`config.mk`:
```
export PLATFORM = sky130hd
export DESIGN_NAME = spi_master_ctrl
export DESIGN_NICKNAME = d
export VERILOG_FILES = /design/src/rtl/spi_pkg.sv /design/src/rtl/spi_half_timer.sv /design/src/rtl/spi_master_ctrl.sv
export SDC_FILE = /design/constraint.sdc
export NUM_CORES = 1
export LEC_CHECK = 0
export BUFFER_PORTS_ARGS = -buffer_cell sky130_fd_sc_hd__buf_4
export CAP_MARGIN = 20
export CELL_PAD_IN_SITES_DETAIL_PLACEMENT = 2
export CELL_PAD_IN_SITES_GLOBAL_PLACEMENT = 2
export CORE_UTILIZATION = 38
export DETAILED_ROUTE_END_ITERATION = 8
export PLACE_DENSITY_LB_ADDON = 0.1
export SETUP_SLACK_MARGIN = 0.15
export SLEW_MARGIN = 20
export SYNTH_ARGS = -nofsm -noshare
export SYNTH_HDL_FRONTEND = slang
export SYNTH_SLANG_ARGS = --single-unit
```
`constraint.sdc`:
```
create_clock -name PCLK -period 2.4 [get_ports PCLK]
set_input_delay 0.12 -clock PCLK [delete_from_list [all_inputs] [get_ports PCLK]]
set_output_delay 0.12 -clock PCLK [all_outputs]
set_load 0.02 [all_outputs]
```
`src/rtl/spi_pkg.sv`:
```
// spi_pkg: shared FSM state type, default parameters and width helpers for the SPI master.
package spi_pkg;
    typedef enum logic [1:0] {IDLE, SETUP, SHIFT_HI, SHIFT_LO} spi_state_e;
    localparam int DEF_DWIDTH  = 32;
    localparam int DEF_CLK_DIV = 2;
    function automatic int len_width(input int dwidth);
        return $clog2(dwidth) + 1;
    endfunction
    function automatic int half_width(input int clk_div);
        return $clog2(clk_div + 1);
    endfunction
endpackage

```
`src/rtl/spi_half_timer.sv`:
```
// spi_half_timer: counts CLK_DIV PCLK cycles per FSM state, flagging the first and last cycle.
module spi_half_timer import spi_pkg::*; #(
    parameter int CLK_DIV = DEF_CLK_DIV
) (
    input  logic PCLK,
    input  logic PRESETn,
    input  logic i_restart,
    output logic o_tick,
    output logic o_first
);
    localparam int CW = half_width(CLK_DIV);
    logic [CW-1:0] r_cnt;
    always_ff @(posedge PCLK or negedge PRESETn) begin
        if (!PRESETn) r_cnt <= '0;
        else          r_cnt <= (i_restart || o_tick) ? '0 : r_cnt + 1'b1;
    end
    assign o_tick  = r_cnt == CW'(CLK_DIV - 1);
    assign o_first = r_cnt == '0;
endmodule

```
`src/rtl/spi_master_ctrl.sv`:
```
// spi_master_ctrl: mode-0 SPI master running one CS-framed, MSB-first transfer per start.
// Outputs are registered from the next state so pins change in step with the FSM.
module spi_master_ctrl import spi_pkg::*; #(
    parameter int DWIDTH  = DEF_DWIDTH,
    parameter int CLK_DIV = DEF_CLK_DIV,
    parameter int LWIDTH  = len_width(DWIDTH)
) (
    input  logic              PCLK,
    input  logic              PRESETn,
    input  logic              start,
    input  logic [LWIDTH-1:0] tx_len,
    input  logic [DWIDTH-1:0] tx_data,
    output logic [DWIDTH-1:0] rx_data,
    output logic              busy,
    output logic              done,
    output logic              err,
    output logic              SPI_CLK,
    output logic              SPI_CS_N,
    output logic              SPI_MOSI,
    input  logic              SPI_MISO
);
    spi_state_e        r_state, w_next;
    logic [DWIDTH-2:0] r_tx;
    logic [DWIDTH-1:0] r_rx, w_tx_just;
    logic [LWIDTH-1:0] r_bits, w_shamt;
    logic              w_tick, w_first, w_valid, w_accept;

    spi_half_timer #(.CLK_DIV(CLK_DIV)) u_timer (
        .PCLK      (PCLK),
        .PRESETn   (PRESETn),
        .i_restart (w_next != r_state),
        .o_tick    (w_tick),
        .o_first   (w_first)
    );

    always_comb begin
        w_valid   = (tx_len != '0) && (tx_len <= LWIDTH'(DWIDTH));
        w_shamt   = LWIDTH'(DWIDTH) - tx_len;
        w_tx_just = tx_data << w_shamt;
        w_accept  = (r_state == IDLE) && start && w_valid;
        w_next    = r_state;
        case (r_state)
            IDLE:     w_next = w_accept ? SETUP : IDLE;
            SETUP:    w_next = w_tick ? SHIFT_HI : SETUP;
            SHIFT_HI: w_next = w_tick ? SHIFT_LO : SHIFT_HI;
            SHIFT_LO: w_next = w_tick ? ((r_bits == '0) ? IDLE : SHIFT_HI) : SHIFT_LO;
            default:  w_next = IDLE;
        endcase
    end

    always_ff @(posedge PCLK or negedge PRESETn) begin
        if (!PRESETn) r_state <= IDLE;
        else          r_state <= w_next;
    end

    always_ff @(posedge PCLK or negedge PRESETn) begin
        if (!PRESETn) begin
            r_tx     <= '0;
            r_rx     <= '0;
            r_bits   <= '0;
            rx_data  <= '0;
            busy     <= 1'b0;
            done     <= 1'b0;
            err      <= 1'b0;
            SPI_CLK  <= 1'b0;
            SPI_CS_N <= 1'b1;
            SPI_MOSI <= 1'b0;
        end else begin
            SPI_CLK  <= w_next == SHIFT_HI;
            SPI_CS_N <= w_next == IDLE;
            busy     <= w_next != IDLE;
            done     <= (r_state == SHIFT_LO) && (w_next == IDLE);
            err      <= (r_state == IDLE) && start && !w_valid;
            if (w_accept) begin
                r_tx     <= w_tx_just[DWIDTH-2:0];
                SPI_MOSI <= w_tx_just[DWIDTH-1];
                r_bits   <= tx_len;
                r_rx     <= '0;
            end
            if ((r_state == SHIFT_HI) && w_first) r_rx <= {r_rx[DWIDTH-2:0], SPI_MISO};
            // On the final bit MOSI is left alone so it stays valid through CS hold.
            if ((r_state == SHIFT_HI) && (w_next == SHIFT_LO)) begin
                r_bits <= r_bits - 1'b1;
                r_tx   <= r_tx << 1;
                if (r_bits != LWIDTH'(1)) SPI_MOSI <= r_tx[DWIDTH-2];
            end
            if ((r_state == SHIFT_LO) && (w_next == IDLE)) rx_data <= r_rx;
        end
    end
endmodule

```
# --- Word level (Yosys, flattened, before mapping) ---
# Cells that the tools add are included.
op_classes:
  addsub: 3
  n_lt_le_gt_ge: 1
  eq_ne: 8
  n_shift: 1
  muxes: 16
  reduce_logical: 17
op_table:
  columns: ["cell", "count"]
  rows:
  - ["$mux W32", 2]
  - ["$mux W31", 2]
  - ["$shl A32 B6 Y32", 1]
  - ["$mux W6", 2]
  - ["$eq A2 B2 Y1 const B", 4]
  - ["$mux W2", 4]
  - ["$pmux W2 S4", 1]
  - ["$logic_and A1 B1 Y1", 7]
  - ["$le A6 B6 Y1 const B", 1]
  - ["$logic_not A2 Y1", 3]
  - ["$logic_not A6 Y1", 1]
  - ["$ne A6 B1 Y1 const B", 1]
  - ["$reduce_bool A2 Y1", 3]
  - ["$reduce_bool A6 Y1", 1]
  - ["$sub A6 B1 Y6 const B", 1]
  - ["$sub A6 B6 Y6 const A", 1]
  - ["$mux W1", 5]
  - ["$eq A2 B1 Y1 const B", 2]
  - ["$add A2 B1 Y2 const B", 1]
  - ["$ne A2 B2 Y1", 1]
  - ["$logic_not A1 Y1", 1]
  - ["$logic_or A1 B1 Y1", 1]
word_totals:
  regBits: 111
  inputBits: 42
  output_inout_bits: 38
  wordCells: 58

# --- Logic depth before layout (Yosys ltp) ---
# Gate-level depths: netlist of the first run.
depth:
  word_depth: 8
  mapped_depth: 13
  depth_no_buf: 7

# --- By module ---
# A second synthesis of the first run with hierarchy kept.
unflattened:
  cells_unflattened: 601
  hier_area_um2: 6252.2
modules_own_cells:
  columns: ["module", "n_inst", "cells_per_inst", "area_per_inst_um2", "seq_area_each_um2"]
  rows:
  - ["spi_master_ctrl", 1, 593, 6147.1, 2728.9]
  - ["spi_half_timer", 1, 8, 105.1, 50.0]

# --- Least setup slack after synthesis of the first run ---
# No wires, ideal clock.
synth_path:
  path_type: "in2reg"
  startpoint: "input port tx_len[0]"
  endpoint: "register r_tx[19]"
  setup_ns: 0.076
  arrival_ns: 2.546
  t_required_ns: 2.324
  slack_ns: -0.223
  stages: 10
  n_path_buf: 3
  cell_sequence: "buf_4 -> buf_6 -> buf_2 -> inv_1 -> ha_1 -> xnor2_1 -> mux4_2 -> or3_1 -> o221a_1 -> o21ai_1"
synth_via:
  elab_chain_cells: 8
  elab_cells_between_ends: 13
  cone_classes: "add/sub: 1; order compare: 1; eq/ne: 1; shift: 1; mux: 4; reduce/logical: 5"
synth_lines:
  columns: ["element", "line", "text"]
  rows:
  - ["start, declared", "spi_master_ctrl.sv:11", "input logic [LWIDTH-1:0] tx_len,"]
  - ["parallel branches: the longest is 8 deep, another holds $sub A6 B6 Y6", null, null]
  - ["end signal, assigned", "spi_master_ctrl.sv:75", "r_tx <= w_tx_just[DWIDTH-2:0];"]
  - ["end signal, assigned", "spi_master_ctrl.sv:84", "r_tx <= r_tx << 1;"]
  - ["end, declared", "spi_master_ctrl.sv:23", "logic [DWIDTH-2:0] r_tx;"]
# Parallel ways; which one is timed is not known. The select of a mux whose other input is x is not followed.
# A chain may end at the register's enable or synchronous reset.

# --- Final worst setup path of the first run ---
layout_path:
  startpoint: "register u_timer.r_cnt[0]"
  endpoint: "register r_bits[2]"
layout_via:
  elab_chain_cells: 6
  elab_cells_between_ends: 9
  cone_classes: "eq/ne: 2; mux: 5; reduce/logical: 2"
layout_lines:
  columns: ["element", "line", "text"]
  rows:
  - ["start, declared", "spi_half_timer.sv:12", "logic [CW-1:0] r_cnt;"]
  - ["start signal, assigned", "spi_half_timer.sv:15", "else r_cnt <= (i_restart || o_tick) ? '0 : r_cnt + 1'b1;"]
  - ["$eq A2 B1 Y1 (*)", "spi_half_timer.sv:17", "assign o_tick = r_cnt == CW'(CLK_DIV - 1);"]
  - ["$mux W2, or another cell as far along", "spi_master_ctrl.sv:46", "SHIFT_LO: w_next = w_tick ? ((r_bits == '0) ? IDLE : SHIFT_HI) : SHIFT_LO;"]
  - ["$pmux W2 S4 (*)", "spi_master_ctrl.sv:42", "case (r_state)"]
  - ["$eq A2 B2 Y1 (*)", "spi_master_ctrl.sv:82", "if ((r_state == SHIFT_HI) && (w_next == SHIFT_LO)) begin"]
  - ["$logic_and A1 B1 Y1 (*)", "spi_master_ctrl.sv:82", null]
  - ["$mux W6 or $reduce_bool A2 Y1 (tied branches)", null, null]
  - ["end signal, assigned", "spi_master_ctrl.sv:77", "r_bits <= tx_len;"]
  - ["end signal, assigned", "spi_master_ctrl.sv:83", "r_bits <= r_bits - 1'b1;"]
  - ["end, declared", "spi_master_ctrl.sv:25", "logic [LWIDTH-1:0] r_bits, w_shamt;"]
# Mark *: on every way between the ends. The rest lies on a longest branch, timed or not.

==> flow_metrics.py, run 1 <==
metrics = {
    "outcome": {
        "run_status": "finished, final reports clean",
    },
    "flow_run": {
        "drv_cap": 0,
    },
    "worst_setup_path": {
        "crit_fanout": 8,
        "rr_worst_depth": 6,
        "crit_path_start_kind": "flop",
        "worstSetupEndpointType": "flop",
        "crit_required_ps": 2650,
        "critPathKind": "reg -> reg",
        "cp.arrival_ps": 2300,
    },
    "final_layout": {
        "nets": 727,
        "seq_area_um2": 2780,
        "area_delta_synth_final_pct": 20.0,
        "finish.utilization_pct": 46.6,
        "nFillCells": 1705,
        "fin_area_um2": 7660,
        "multiInputGateArea_um2": 3330,
        "n_antenna_cell": 0,
        "final_cells": 904,
        "drive_gt1_share_pct": 32.6,
    },
    "power_and_ir_drop": {
        "power_density_nw_per_um2": 870,
        "p_sw_share_pct": 37.5,
        "switching_power_mw": 2.50,
        "p_seq_share_pct": 43.6,
        "p_int_mw": 4.17,
        "ir_worst_vdd_mv": 0.328,
        "clock_power_share_pct": 22.7,
        "power_leakage_nw": 3.14,
        "combPwrFrac_pct": 33.6,
    },
    "routing": {
        "vias_per_cell": 5.73,
        "initialDrtViolationCount": 220,
        "drc": 0,
        "drt_pass1_iterations": 4,
        "wl_met3_um": 454,
        "top_layer_used": "met4",
        "vias": 5179,
        "wl_met2_um": 10100,
        "routed_wl_um": 19500,
        "avgRoutedWirePerCell_um": 21.5,
        "wl_met1_um": 8430,
        "antenna_left": 0,
    },
    "floorplan": {
        "dieArea_um2": 17300,
        "core_area_um2": 16500,
        "initial_core_util_pct": 38.8,
        "std_cell_rows": 47,
        "die_h_um": 132,
        "die-width_um": 132,
        "ios": 80,
    },
    "sta": {
        "fin_crit_ps": 2040,
        "fmax_ghz": 0.489,
        "fin_crit_sh_pct": 85.1,
        "max_slew_margin_pct": 50.2,
        "setup_viol": 0,
        "worst_slew_pin_slew_ps": 746,
        "rsz0062_at_grt": "no",
        "fin_ws_ps": 356,
        "hold_viol_final": 0,
        "finalSetupTns_ps": 0,
        "finClkSkew_ps": 8.89,
        "slew_violations": 0,
    },
    "global_routing": {
        "grt_pass1_wl_um": 32200,
        "grt_overflow": 0,
        "grt_use_total_pct": 23.6,
        "grt_start_max_net_pins": 56,
        "antenna_found_initial": 0,
        "grt_pass1_vias": 5779,
    },
    "placement": {
        "portBuffers": 79,
        "dp_hpwl_um": 14500,
        "pre_cts_slack_ps": 61.9,
        "gp_congestion": 0.929,
        "placed_area_um2": 7340,
        "place_inst": 886,
    },
    "yosys": {
        "synth_seq_cells": 111,
        "yosysSeqAreaShare_pct": 43.5,
        "synth_ff_type": "dfrtp_1",
        "yosysWarnings": 0,
        "post_synth_num_cell_types": 65,
        "synth_nets": 644,
        "async_flop_share_pct": 100,
        "synthCells": 596,
        "synth_area_um2": 6390,
        "avgSynthCellArea_um2": 10.7,
        "synth_edf_count": 0,
    },
    "clock_network": {
        "clk_latency_ps": 360,
        "cts_tree": "yes",
        "clkTransAtPathRegs_ps": 80,
        "h-tree-depth": 3,
        "post_cts_buffers": 0,
        "clkSinkCount": 111,
        "cts_root_buf": "clkbuf_16",
        "cts_made_buffers": 9,
        "clockBufferDepth": 2,
    },
    "worst_hold_path": {
        "hold_path_depth": 2,
        "hp-class": "in -> reg",
    },
}
[power by group through the flow]
stage                     clock, mW  combinational (mW)  sequential (mW)
after floorplan                   0                1.26             2.97
after global placement            0                2.13             2.89
after detailed placement          0                2.25             2.93
after CTS                      1.55                2.27             2.91
after global routing           1.63                2.48             2.98
final                          1.52                2.24             2.91
[cells in the final DEF, fill, tap and decap left out, types with 3 or more instances in the layout]
cell type / synthesis / final
a21oi_1: 14 / 13
o22ai_1: 5 / 5
o21ai_1: 13 / 13
nor3_1: 9 / 9
mux2i_1: 28 / 28
a22oi_1: 21 / 21
inv_1: 10 / 10
buf_4: 2 / 115
o2111ai_1: 3 / 3
clkbuf_16: 0 / 9
nor2b_1: 5 / 5
buf_12: 0 / 3
inv_6: 0 / 3
nand3_1: 11 / 11
nor4_1: 4 / 4
mux4_2: 25 / 25
and2_1: 3 / 3
o221ai_1: 6 / 6
dfrtp_1: 110 / 110
nor2_1: 20 / 20
mux2_2: 48 / 48
ha_1: 6 / 5
o211ai_1: 5 / 5
xnor2_2: 2 / 3
a221o_1: 8 / 8
nand2_1: 85 / 85
o21ai_0: 60 / 60
or3_1: 3 / 3
[routing by layer]
metal	global-route usage [%]	up-vias
met1	29.4	2677
met5	0	-
li1	-	2367
met2	41.9	108
met4	8.66	0
met3	2.58	27
[sequential cells by signal (all words and copies together) (netlist names)]
| name | count |
|---|---|
| SPI_CLK | 1 |
| SPI_CS_N | 1 |
| SPI_MOSI | 1 |
| busy | 1 |
| done | 1 |
| err | 1 |
| r_bits | 6 |
| r_rx | 32 |
| r_state | 2 |
| r_tx | 31 |
| rx_data | 32 |
| u_timer.r_cnt | 2 |
[timing repair]
item	in CTS	in global routing
resized for setup	0	1
hold buffers	2	0
endpoints found under the setup margin	0	4
hold endpoints to repair	53	0
[critical path, stage by stage (launching register included)]
cell and delay, ps:
dfrtp_1 410, ha_1 310, and3b_2 320, a21oi_2 380, buf_4 220, nor2_1 60
o221a_2 240
[per-stage QoR]
step / hold WS, ps / power, mW
final: 10.8 / 6.67
after global routing: 14.1 / 7.09
after CTS: 4.28 / 6.74
after detailed placement: 235 / 5.18
after global placement: 227 / 5.02
after floorplan: -176 / 4.23
[cell type report]
type	instances	area share [%]
Tap cell	220	3.59
Clock inverter	7	0.963
Sequential cell	111	36.3
Inverter	10	0.490
Clock buffer	9	2.94
Multi-Input combinational cell	427	43.5
Timing Repair Buffer	120	12.3
[path summary, 6_finish.rpt]
check	end	slack, ps	start
hold reg to reg	u_timer.r_cnt[0]$_DFF_PN0_	490	u_timer.r_cnt[0]$_DFF_PN0_
hold / removal	r_bits[5]$_DFFE_PN0P_	10	tx_len[5]
min in group asynchronous	rx_data[30]$_DFFE_PN0P_	370	PRESETn
setup reg to reg	r_bits[2]$_DFFE_PN0P_	360	u_timer.r_cnt[0]$_DFF_PN0_
max in group asynchronous	r_tx[1]$_DFFE_PN0P_	1240	PRESETn
setup / recovery	r_bits[2]$_DFFE_PN0P_	360	u_timer.r_cnt[0]$_DFF_PN0_
[kinds of logic after synthesis]
family | count (synthesis) | share of synthesized area (%)
AOI/OAI and AO/OA | 156 | 15.9
xor gates and xnor gates | 6 | 1.18
adders and majority gates | 6 | 1.18
buffers and inverters | 58 | 4.60
DFF | 111 | 43.5
muxes | 103 | 22.0
and+or+nand+nor | 156 | 11.6
[synthesized netlist by cell type (all sizes together) (5+ instances only)]
master  instances  area (um2)
buf            28         181
dfrtp         110        2750
nor2b           5        31.3
mux2           50         563
nand2          86         330
nor3            9        45.0
o221ai          6        52.6
o22ai           5        31.3
a21oi          14        70.1
mux4           25         563
a22oi          21         158
nor2           20        75.1
clkbuf         20        75.1
mux2i          28         280
o21ai          73         365
ha              6        75.1
inv            10        37.5
a221o           8        80.1
nand3          11        55.1
o211ai          5        37.5
nor4            5        46.3
xnor2           5        58.8
Power figures use the tool's default switching activity.
==> run 2, diff against run 1 <==
PLACE_DENSITY = 0.85   (was default)
PLACE_DENSITY_LB_ADDON = default   (was 0.1)
==> flow_metrics.py, run 2 (synthesis results as in run 1) <==
metrics = {
    "outcome": {
        "run_status": "finished, final reports clean",
    },
    "power_and_ir_drop": {
        "clock_power_share_pct": 22.8,
        "power_density_nw_per_um2": 894,
        "p_int_mw": 4.26,
        "power.total_mw": 6.79,
        "p_sw_share_pct": 37.2,
        "ir_worst_vdd_mv": 0.367,
        "combPwrFrac_pct": 33.8,
        "power_leakage_nw": 3.11,
        "switching_power_mw": 2.53,
        "p_seq_share_pct": 43.4,
    },
    "worst_setup_path": {
        "r2r_slack_ps": 330,
        "crit_required_ps": 2590,
        "cp.arrival_ps": 2250,
        "crit_path_start_kind": "flop",
        "r2r-end": "r_tx[27]$_DFFE_PN0P_",
        "critPathKind": "reg -> reg",
        "crit_fanout": 16,
        "worstSetupEndpointType": "flop",
        "r2r_start": "u_timer.r_cnt[1]$_DFF_PN0_",
        "rr_worst_depth": 7,
    },
    "final_layout": {
        "finish.utilization_pct": 46.1,
        "final_cells": 895,
        "nets": 719,
        "drive_gt1_share_pct": 31.9,
        "area_delta_synth_final_pct": 18.9,
        "fin_area_um2": 7600,
        "final_common_cell": "dfrtp_1",
        "biggestRegsByFlops": "r_rx x32, rx_data x32, r_tx x31",
        "n_antenna_cell": 0,
        "final_cell_mix": "dfrtp_1, buf_4, nand2_1",
    },
    "clock_network": {
        "cts_root_buf": "clkbuf_16",
        "clk_latency_ps": 340,
        "clkTransAtPathRegs_ps": 80,
        "h-tree-depth": 3,
        "cts_tree": "yes",
        "cts_made_buffers": 9,
        "post_cts_buffers": 0,
        "clkSinkCount": 111,
        "clockBufferDepth": 2,
    },
    "routing": {
        "drt_pass1_iterations": 4,
        "vias_per_cell": 5.82,
        "antenna_left": 0,
        "routed_wl_um": 20300,
        "initialDrtViolationCount": 272,
        "avgRoutedWirePerCell_um": 22.7,
        "vias": 5209,
        "drc": 0,
    },
    "sta": {
        "slew_violations": 0,
        "rsz0062_at_grt": "no",
        "finClkSkew_ps": 7.82,
        "worst_slew_pin_slew_ps": 659,
        "setup_viol": 0,
        "fin_crit_sh_pct": 86.1,
        "fin_crit_ps": 2070,
        "finalSetupTns_ps": 0,
        "max_slew_margin_pct": 56.1,
        "fin_ws_ps": 334,
        "fmax_ghz": 0.484,
        "hold_viol_final": 0,
        "fin_hold_ws_ps": 45.5,
    },
    "placement": {
        "placed_area_um2": 7280,
        "portBuffers": 79,
        "place_inst": 879,
        "gp_congestion": 0.936,
        "pre_cts_slack_ps": 61.0,
        "dp_hpwl_um": 15100,
    },
    "global_routing": {
        "antenna_found_initial": 0,
        "grt_overflow": 0,
        "grt_pass1_wl_um": 33200,
        "grt_pass1_vias": 5861,
        "grt_start_max_net_pins": 51,
        "grt_use_total_pct": 24.4,
    },
    "floorplan": {
        "core_area_um2": 16500,
        "std_cell_rows": 47,
        "dieArea_um2": 17300,
        "die-width_um": 132,
        "initial_core_util_pct": 38.8,
        "ios": 80,
        "die_h_um": 132,
    },
    "worst_hold_path": {
        "hp-class": "in -> reg",
        "hold_path_startpoint": "tx_len[5]",
        "whs_endpoint": "r_bits[5]$_DFFE_PN0P_",
        "hold_path_depth": 2,
    },
    "flow_run": {
        "drv_cap": 0,
    },
}
run 2: cell types whose count changed in the layout (fill, tap and decap cells not counted):
| cell | change |
|---|---|
| inv_6 | -2 |
| clkinv_8 | -1 |
| clkbuf_8 | +1 |
| dlygate4sd3_1 | -1 |
| inv_8 | -1 |
| bufinv_16 | +1 |
| buf_12 | -1 |
| buf_4 | -6 |
| clkinvlp_4 | +1 |
run 2: worst max path at each step:
stage | from | end | slack [ps]
after global placement | tx_len[1] | r_tx[24]$_DFFE_PN0P_ | 40
after floorplan | tx_len[0] | r_tx[19]$_DFFE_PN0P_ | 120
after detailed placement | tx_len[1] | r_tx[24]$_DFFE_PN0P_ | 60
after global routing | u_timer.r_cnt[1]$_DFF_PN0_ | r_tx[23]$_DFFE_PN0P_ | 200
after CTS | u_timer.r_cnt[1]$_DFF_PN0_ | r_tx[27]$_DFFE_PN0P_ | 190
final | u_timer.r_cnt[1]$_DFF_PN0_ | r_tx[27]$_DFFE_PN0P_ | 330
run 2: layer usage:
layer	vias up	part of all wire [%]	track usage, %
met5	-	0	0
met4	0	1.4	7.17
met3	22	2.4	2.12
met2	126	53	44.1
met1	2707	43	30.7
li1	2354	-	-
run 2: power groups by stage:
| stage | logic [mW] | clock network, mW | registers, mW |
|---|---|---|---|
| floorplan | 1.26 | 0 | 2.97 |
| global placement | 2.11 | 0 | 2.88 |
| detailed placement | 2.29 | 0 | 2.96 |
| CTS | 2.34 | 1.58 | 2.94 |
| global route | 2.52 | 1.64 | 3.02 |
| finish | 2.30 | 1.55 | 2.95 |
run 2: cell type report:
type	count	area (um2)
Clock buffer	10	239
Tap cell	220	275
Sequential cell	111	2780
Timing Repair Buffer	112	868
Multi-Input combinational cell	427	3330
Fill cell	1694	8870
Inverter	10	37.5
Clock inverter	5	66.3
run 2: what timing repair did:
action	CTS	global route
endpoints found under the setup margin	0	4
hold buffers	1	0
resized for setup	0	1
hold endpoints to repair	47	0
run 2: critical path, cell delays in order, from the launching register on:
cell	delay (ps)
dfrtp_1	370
inv_1	80
ha_1	330
and3b_2	390
a21oi_2	100
buf_4	250
a22oi_1	200
o221ai_1	200
